## config.mk

```make
export PLATFORM = sky130hd
export DESIGN_NAME = riscv_regfile_sb
export DESIGN_NICKNAME = d
export VERILOG_FILES = /design/src/rtl/riscv_regfile_sb.sv
export SDC_FILE = /design/constraint.sdc
export NUM_CORES = 2
export LEC_CHECK = 0
export BUFFER_PORTS_ARGS = -buffer_cell sky130_fd_sc_hd__buf_2
export CORE_ASPECT_RATIO = 2
export CORE_MARGIN = 2
export CORE_UTILIZATION = 56
export DETAILED_ROUTE_END_ITERATION = 7
export PLACE_DENSITY = 0.75
export SYNTH_ARGS = -nofsm -noshare
export SYNTH_HDL_FRONTEND = slang
export SYNTH_SLANG_ARGS = --single-unit
```

## constraint.sdc

```tcl
create_clock -name clk_in -period 11.65 [get_ports clk_in]
set_input_delay 0.5825 -clock clk_in [delete_from_list [all_inputs] [get_ports clk_in]]
set_output_delay 0.5825 -clock clk_in [all_outputs]
set_load 0.02 [all_outputs]
```

## src/rtl/riscv_regfile_sb.sv

```systemverilog
// riscv_regfile_sb: NRD-port integer register file with
// write-back bypass and a per-register busy scoreboard.
module riscv_regfile_sb #(
  parameter int XLEN   = 32,
  parameter int NREGS  = 32,
  parameter int NRD    = 2,
  parameter int BYPASS = 1,
  localparam int AW    = $clog2(NREGS)
) (
  input  logic              clk_in,
  input  logic              rst_in,
  input  logic [NRD*AW-1:0] rd_addr_in,
  output logic [NRD*XLEN-1:0] rd_data_out,
  output logic [NRD-1:0]    rd_busy_out,
  input  logic              wb_we_in,
  input  logic [AW-1:0]     wb_addr_in,
  input  logic [XLEN-1:0]   wb_data_in,
  input  logic              iss_valid_in,
  input  logic [AW-1:0]     iss_rd_in,
  input  logic              flush_in,
  output logic [AW:0]       busy_count_out
);

  localparam bit BP = (BYPASS != 0);

  logic [XLEN-1:0]  regs [NREGS];
  logic [NREGS-1:0] busy;
  logic [NREGS-1:0] busy_nxt;
  logic             wb_ok;
  logic             iss_ok;

  assign wb_ok  = wb_we_in && (wb_addr_in != '0);
  assign iss_ok = iss_valid_in && (iss_rd_in != '0);

  // Issue is applied after the clear so it wins on a same-register collision.
  always_comb begin
    busy_nxt = busy;
    if (flush_in) begin
      busy_nxt = '0;
    end else begin
      if (wb_ok)
        busy_nxt[wb_addr_in] = 1'b0;
      if (iss_ok)
        busy_nxt[iss_rd_in] = 1'b1;
    end
    busy_nxt[0] = 1'b0;
  end

  always_ff @(posedge clk_in) begin
    if (rst_in) begin
      regs <= '{default: '0};
      busy <= '0;
    end else begin
      if (wb_ok)
        regs[wb_addr_in] <= wb_data_in;
      busy <= busy_nxt;
    end
  end

  for (genvar p = 0; p < NRD; p++) begin : g_rd
    logic [AW-1:0] addr;
    logic          zero;
    logic          hit;

    assign addr = rd_addr_in[p*AW +: AW];
    assign zero = (addr == '0);
    assign hit  = BP && wb_we_in
               && (wb_addr_in == addr);

    always_comb begin
      rd_data_out[p*XLEN +: XLEN] = regs[addr];
      rd_busy_out[p] = busy[addr];
      if (zero) begin
        rd_data_out[p*XLEN +: XLEN] = '0;
        rd_busy_out[p] = 1'b0;
      end else if (hit) begin
        rd_data_out[p*XLEN +: XLEN] = wb_data_in;
        rd_busy_out[p] = 1'b0;
      end
    end
  end

  always_comb begin
    busy_count_out = '0;
    for (int i = 0; i < NREGS; i++)
      busy_count_out = busy_count_out
                     + {{AW{1'b0}}, busy[i]};
  end

endmodule

```

## Word level (Yosys, flattened, before mapping)

Index checks and enable logic that the tools add are counted.
W data, S select, Z words.

- Add/subtract/negate cells: 31
- $lt $le $gt $ge: 10
- Eq/ne operators: 2
- Muxes and demuxes: 28
- Bitwise operators: 6
- Reductions and logical operators: 12

Operators by type and width:

| operator | number |
|---|---|
| $bwmux W1024 | 1 |
| $mux W32 | 12 |
| $bmux W32 S5 | 2 |
| $demux W32 S5 | 1 |
| $add A6 B1 Y6 | 26 |
| $and A32 B32 Y32 | 1 |
| $not A32 Y32 | 1 |
| $or A32 B32 Y32 | 1 |
| $lt A5 B6 Y1 const B | 4 |
| $ge A6 B6 Y1 const B | 3 |
| $not A5 Y6 | 3 |
| $bmux W1 S5 | 2 |
| $demux W1 S5 | 2 |
| $eq A5 B5 Y1 | 2 |
| $ge A5 B1 Y1 const B | 2 |
| $logic_not A5 Y1 | 2 |
| $reduce_bool A5 Y1 | 2 |
| $mux W1 | 8 |
| $logic_and A1 B1 Y1 | 7 |
| $add A5 B1 Y6 | 1 |
| $lt A6 B1 Y1 const B | 1 |
| $add A4 B1 Y5 | 1 |
| $add A3 B1 Y4 | 1 |
| $add A2 B1 Y3 | 1 |
| other kinds (2) | 2 |

- Bits in registers: 1056
- Bits of input ports: 57
- Output and inout port bits: 72
- Logic and storage cells: 123

## Depth between registers and ports, before layout

- Depth in word-level cells: 31
- Mapped depth: 15
- Depth with buffers taken out: 15

## Least setup slack after synthesis

OpenSTA, ideal clock, no wires.

- Path type: flip-flop to output port
- From: register busy[24]
- To: output busy_count_out[4]
- Arrival time: 4592 ps
- Required time: 11068 ps
- Path slack: 6476 ps
- Stages on the path, launching flop included: 16
- Path buffers: 0
- Cell sequence: dfxtp_1 -> fa_1 -> fa_1 -> inv_1 -> fa_1 -> inv_1 -> fa_1 -> fa_1 -> inv_1 -> fa_1 -> fa_1 -> inv_1 -> fa_1 -> a21o_1 -> a21oi_1 -> xnor2_1

- Longest elaborated chain between the ends: 8

Ends and longest elaborated chain:

| what | RTL line | RTL |
|---|---|---|
| start: declaration | 27 | `logic [NREGS-1:0] busy;` |
| start signal: assignment | 56 | `busy <= busy_nxt;` |
| $add A6 B1 Y6 (8 in series) | 87 | `+ {{AW{1'b0}}, busy[i]};` |
| end: declaration | 21 | `output logic [AW:0] busy_count_out` |

No other way between the ends.

## Worst setup path in the final report

- From: register busy[26]
- To: output busy_count_out[4]

- Longest elaborated chain between the ends: 6

Ends and longest elaborated chain:

| what | RTL line |
|---|---|
| $add A6 B1 Y6 (6 in series) | 87 |

No other way between the ends.

==> flow_summary.html <==
<table>
<tr><th>Metric</th><th>Value</th></tr>
<tr><th colspan="2">Run status</th></tr>
<tr><td>Result of the run</td><td>complete, but fails checks</td></tr>
<tr><td>Failing checks</td><td>DRC</td></tr>
<tr><th colspan="2">Layout</th></tr>
<tr><td>Most common library cell in the layout ignoring fill and taps</td><td>sky130_fd_sc_hd__nand2_1</td></tr>
<tr><td>Total Nets Final</td><td>5990</td></tr>
<tr><td>Final Instance Count excl. Fillers</td><td>7231</td></tr>
<tr><td>Area delta synth-&gt;final</td><td>7.09%</td></tr>
<tr><td>Count of fill cells added during filler insertion</td><td>8064</td></tr>
<tr><td>Proportion of layout cells with a drive suffix above 1</td><td>0.162</td></tr>
<tr><td>Most frequent cells in the layout</td><td>sky130_fd_sc_hd__nand2_1, sky130_fd_sc_hd__dfxtp_1, sky130_fd_sc_hd__a21oi_1</td></tr>
<tr><td>Footprint of the multi-input gates</td><td>0.0310 mm2</td></tr>
<tr><td>Sequential Area</td><td>about 0.021 mm2</td></tr>
<tr><th colspan="2">Route</th></tr>
<tr><td>Number of iterations in the first detailed-routing pass</td><td>8</td></tr>
<tr><td>Post-detailed-route count of antenna-violating nets</td><td>0</td></tr>
<tr><td>Iter 0 DRT Violations</td><td>roughly 9400</td></tr>
<tr><td>Drt drc</td><td>14</td></tr>
<tr><td>Detailed-route wire length per cell</td><td>31.9 um</td></tr>
<tr><td>Detailed-route via count</td><td>approximately 53000</td></tr>
<tr><td>Detailed-route vias per instance</td><td>7.32</td></tr>
<tr><td>Wire length after detailed routing</td><td>~230 mm</td></tr>
<tr><th colspan="2">Die</th></tr>
<tr><td>Initial core utilization</td><td>0.564</td></tr>
<tr><td>Core box area</td><td>slightly below 0.1 mm2</td></tr>
<tr><td>DIE WIDTH</td><td>roughly 230 um</td></tr>
<tr><td>Number of top-level pins</td><td>129</td></tr>
<tr><td>Total Die Area</td><td>0.101 mm2</td></tr>
<tr><td>Die extent in y</td><td>447 um</td></tr>
<tr><td>Number of placement rows</td><td>162</td></tr>
<tr><th colspan="2">Synth</th></tr>
<tr><td>Number of synthesized flops with an enable pin</td><td>0</td></tr>
<tr><td>Count of distinct cell types in the synthesized netlist</td><td>65</td></tr>
<tr><td>Post-synthesis net count</td><td>6305</td></tr>
<tr><td>Sequential element share of the synthesized area</td><td>0.385</td></tr>
<tr><td>Post-synthesis instance total</td><td>6218</td></tr>
<tr><td>Top flip-flop cell by instance count after synthesis</td><td>sky130_fd_sc_hd__dfxtp_1</td></tr>
<tr><td>Per-instance average area after synthesis</td><td>8.82 um2</td></tr>
<tr><td>Post-synthesis register bit count</td><td>~1100</td></tr>
<tr><td>Netlist Area Pre-Place</td><td>0.0549 mm2</td></tr>
<tr><td>FFs w/ async S/R, synth</td><td>0</td></tr>
<tr><td>Number of warnings printed during yosys synthesis</td><td>0</td></tr>
<tr><th colspan="2">Pwr</th></tr>
<tr><td>Static leakage</td><td>between 0.015 and 0.02 uW</td></tr>
<tr><td>Cell area power density</td><td>133 mW/mm2</td></tr>
<tr><td>Total design power</td><td>between 7000 and 8000 uW</td></tr>
<tr><td>Worst supply voltage drop on vdd</td><td>around 0.11 mV</td></tr>
<tr><th colspan="2">Hold path</th></tr>
<tr><td>Hold Crit Class</td><td>in2reg</td></tr>
<tr><td>Min-Delay Path Depth</td><td>3</td></tr>
<tr><td>Worst hold path endpoint</td><td>regs[987]</td></tr>
<tr><td>Startpoint of the worst hold path</td><td>wb_data_in[27]</td></tr>
<tr><th colspan="2">Clock tree</th></tr>
<tr><td>Number of H-tree branching levels</td><td>3</td></tr>
<tr><td>Clock sink total</td><td>1055</td></tr>
<tr><td>Clock insertion delay at the later pin of the skew report</td><td>0.74 ns</td></tr>
<tr><td>Clk buf depth</td><td>3</td></tr>
<tr><td>Hold buffers post-CTS</td><td>0</td></tr>
<tr><td>TritonCTS clock tree</td><td>yes</td></tr>
<tr><td>Root buf cell</td><td>sky130_fd_sc_hd__clkbuf_16</td></tr>
<tr><td>Number of buffers created by CTS</td><td>91</td></tr>
<tr><td>Number of setup buffers added after CTS</td><td>0</td></tr>
<tr><td>CTS clk-pin slew, worst paths</td><td>0.07 ns</td></tr>
<tr><td>Post-cts sizing count</td><td>0</td></tr>
<tr><th colspan="2">STA</th></tr>
<tr><td>Setup violators final</td><td>0</td></tr>
<tr><td>RSZ-0062 raised after global routing</td><td>false</td></tr>
<tr><td>Final Slew Violations</td><td>0</td></tr>
<tr><td>Worst slew pin tran</td><td>between 1 and 1.5 ns</td></tr>
<tr><td>Total Neg Setup Slack</td><td>0 ns</td></tr>
<tr><td>Number of hold-slack violations in the final timing report</td><td>0</td></tr>
<tr><td>Max Fclk</td><td>162 MHz</td></tr>
<tr><td>Min Clock Period, post-route</td><td>6.17 ns</td></tr>
<tr><td>Period utilization</td><td>0.530</td></tr>
<tr><td>Worst path setup slack after routing</td><td>5.48 ns</td></tr>
<tr><td>Clock skew after layout</td><td>0 ns</td></tr>
<tr><td>Slew Limit Headroom</td><td>0.0586</td></tr>
<tr><th colspan="2">Worst setup path</th></tr>
<tr><td>Worst stage delay on the critical path</td><td>0.53 ns</td></tr>
<tr><td>Cell-by-cell listing of the critical path</td><td>fa_1, fa_1, inv_1, fa_1, inv_1, fa_1, fa_1, inv_1, fa_1, fa_1, inv_1, fa_1, a21o_1, a21oi_1, xnor2_1, buf_2</td></tr>
<tr><td>Maximum fanout along the worst path</td><td>4</td></tr>
<tr><td>Worst setup SP type</td><td>flip-flop</td></tr>
<tr><td>Worst path bufs/invs</td><td>5</td></tr>
<tr><td>Top delay family on crit path</td><td>adder cells</td></tr>
<tr><td>Worst flop-to-flop path endpoint</td><td>busy[23]</td></tr>
<tr><td>Arrival @ worst endpoint</td><td>5.59 ns</td></tr>
<tr><td>Slowest stage cell on the critical path</td><td>sky130_fd_sc_hd__fa_1</td></tr>
<tr><td>Critical path start-end classification</td><td>reg2out</td></tr>
<tr><td>Most frequent cell on the critical path</td><td>sky130_fd_sc_hd__fa_1</td></tr>
<tr><td>Data required time of the worst path</td><td>~11 ns</td></tr>
<tr><td>Reg2reg setup slack</td><td>10.85 ns</td></tr>
<tr><td>Sort of element at the end of the critical path</td><td>primary output</td></tr>
<tr><td>Logic depth of the worst register-to-register path</td><td>2</td></tr>
<tr><td>Start of the worst register-to-register path</td><td>busy[23]</td></tr>
<tr><th colspan="2">Job</th></tr>
<tr><td>Number of maximum-capacitance constraint violations</td><td>0</td></tr>
<tr><th colspan="2">Global routing</th></tr>
<tr><td>Largest net degree at the start of global routing</td><td>207</td></tr>
<tr><td>Combined global-route utilization of all metal layers</td><td>0.453</td></tr>
<tr><td>Initial antenna violation count</td><td>21</td></tr>
<tr><td>Total grt overflow</td><td>0</td></tr>
<tr><td>First-pass GRT wire length</td><td>331 mm</td></tr>
<tr><td>Via count of the first global-routing pass</td><td>50600</td></tr>
<tr><th colspan="2">Placement</th></tr>
<tr><td>Detailed-placement wirelength estimate</td><td>approximately 130 mm</td></tr>
<tr><td>Post-Place Cells</td><td>7040</td></tr>
<tr><td>Pre-CTS setup slack</td><td>between 6 and 7 ns</td></tr>
<tr><td># port buffers</td><td>~130</td></tr>
<tr><td>Final GP Congestion</td><td>0.981</td></tr>
</table>
-- sequential cells by signal, indices dropped and copies added, names as in the netlist --
name	cells
busy	31
regs	1024
-- final cells by class --
type | count | area share
multi-input cells | 4477 | 0.528
flip-flops and latches | 1055 | 0.359
clock buffers | 130 | 0.0454
repair buffers | 243 | 0.0276
well taps | 1230 | 0.0262
clock inverters | 39 | 0.0106
inverters | 35 | 0.00224
diodes | 22 | 0.000937
-- metrics by stage --
| stage | util | hold slack (ns) | cell area [um2] |
|---|---|---|---|
| 2_1_floorplan | - | 0.441 | 54900 |
| 3_3_place_gp | 0.569 | 0.448 | 55400 |
| 3_5_place_dp | 0.569 | 0.457 | 55400 |
| 4_1_cts | 0.603 | 0.356 | 58700 |
| 5_1_grt | 0.603 | 0.391 | 58700 |
| 6_report | 0.604 | 0.372 | 58800 |
-- tightest hold or removal path, cell delays in order --
cell and delay [ns]:
sky130_fd_sc_hd__buf_2 0.30, sky130_fd_sc_hd__nand2_1 0.13, sky130_fd_sc_hd__a21oi_1 0.06
-- cell families (layout without fill, tap and decap cells) --
kind of cell | Yosys count | in the layout | share of synthesized area
flip-flops | 1055 | 1055 | 0.385
adder cells (fa/ha/maj) | 30 | 30 | 0.00999
multiplexers | 667 | 667 | 0.232
other | 0 | 22 | 0
AND/OR/NAND/NOR | 2392 | 2392 | 0.172
buffers and inverters | 686 | 447 | 0.0571
XOR/XNOR | 13 | 13 | 0.00208
AO/OA/AOI/OAI | 1375 | 1375 | 0.142
-- per-layer routing --
layer | GRT usage | up-vias | part of all wire
li1 | - | 21100 | -
met1 | 0.502 | 24900 | 0.30
met2 | 0.665 | 5081 | 0.43
met3 | 0.172 | 1827 | 0.15
met4 | 0.427 | 10 | 0.11
met5 | 0.00149 | - | 0.00030
-- power breakdown --
part	internal (uW)	switching, uW	total (uW)
logic	198	528	726
clock network	1940	1510	3450
registers	3630	19.8	3650
total	5760	2060	7820
-- worst max-delay path by stage --
stage / startpoint / to / depth (start not counted)
after detailed placement: busy[28] / busy_count_out[4] / 16
after global placement: busy[18] / busy_count_out[4] / 16
after floorplan: busy[24] / busy_count_out[4] / 15
final: busy[26] / busy_count_out[4] / 16
after CTS: busy[26] / busy_count_out[4] / 16
after global routing: busy[26] / busy_count_out[4] / 16
-- synth_stat cells, drive strengths merged, types with 53 or more instances --
cell type | n | area, um2
buf | 150 | 1100
nor2b | 54 | 338
nand3 | 59 | 295
dfxtp | 1055 | 21100
nor2 | 109 | 409
o21ai | 53 | 265
a22oi | 89 | 668
clkbuf | 501 | 1900
mux2i | 167 | 1670
a21oi | 1018 | 5090
nand2 | 2086 | 7830
mux4 | 479 | 10800
Note: power is estimated with default switching activity, not from simulation.
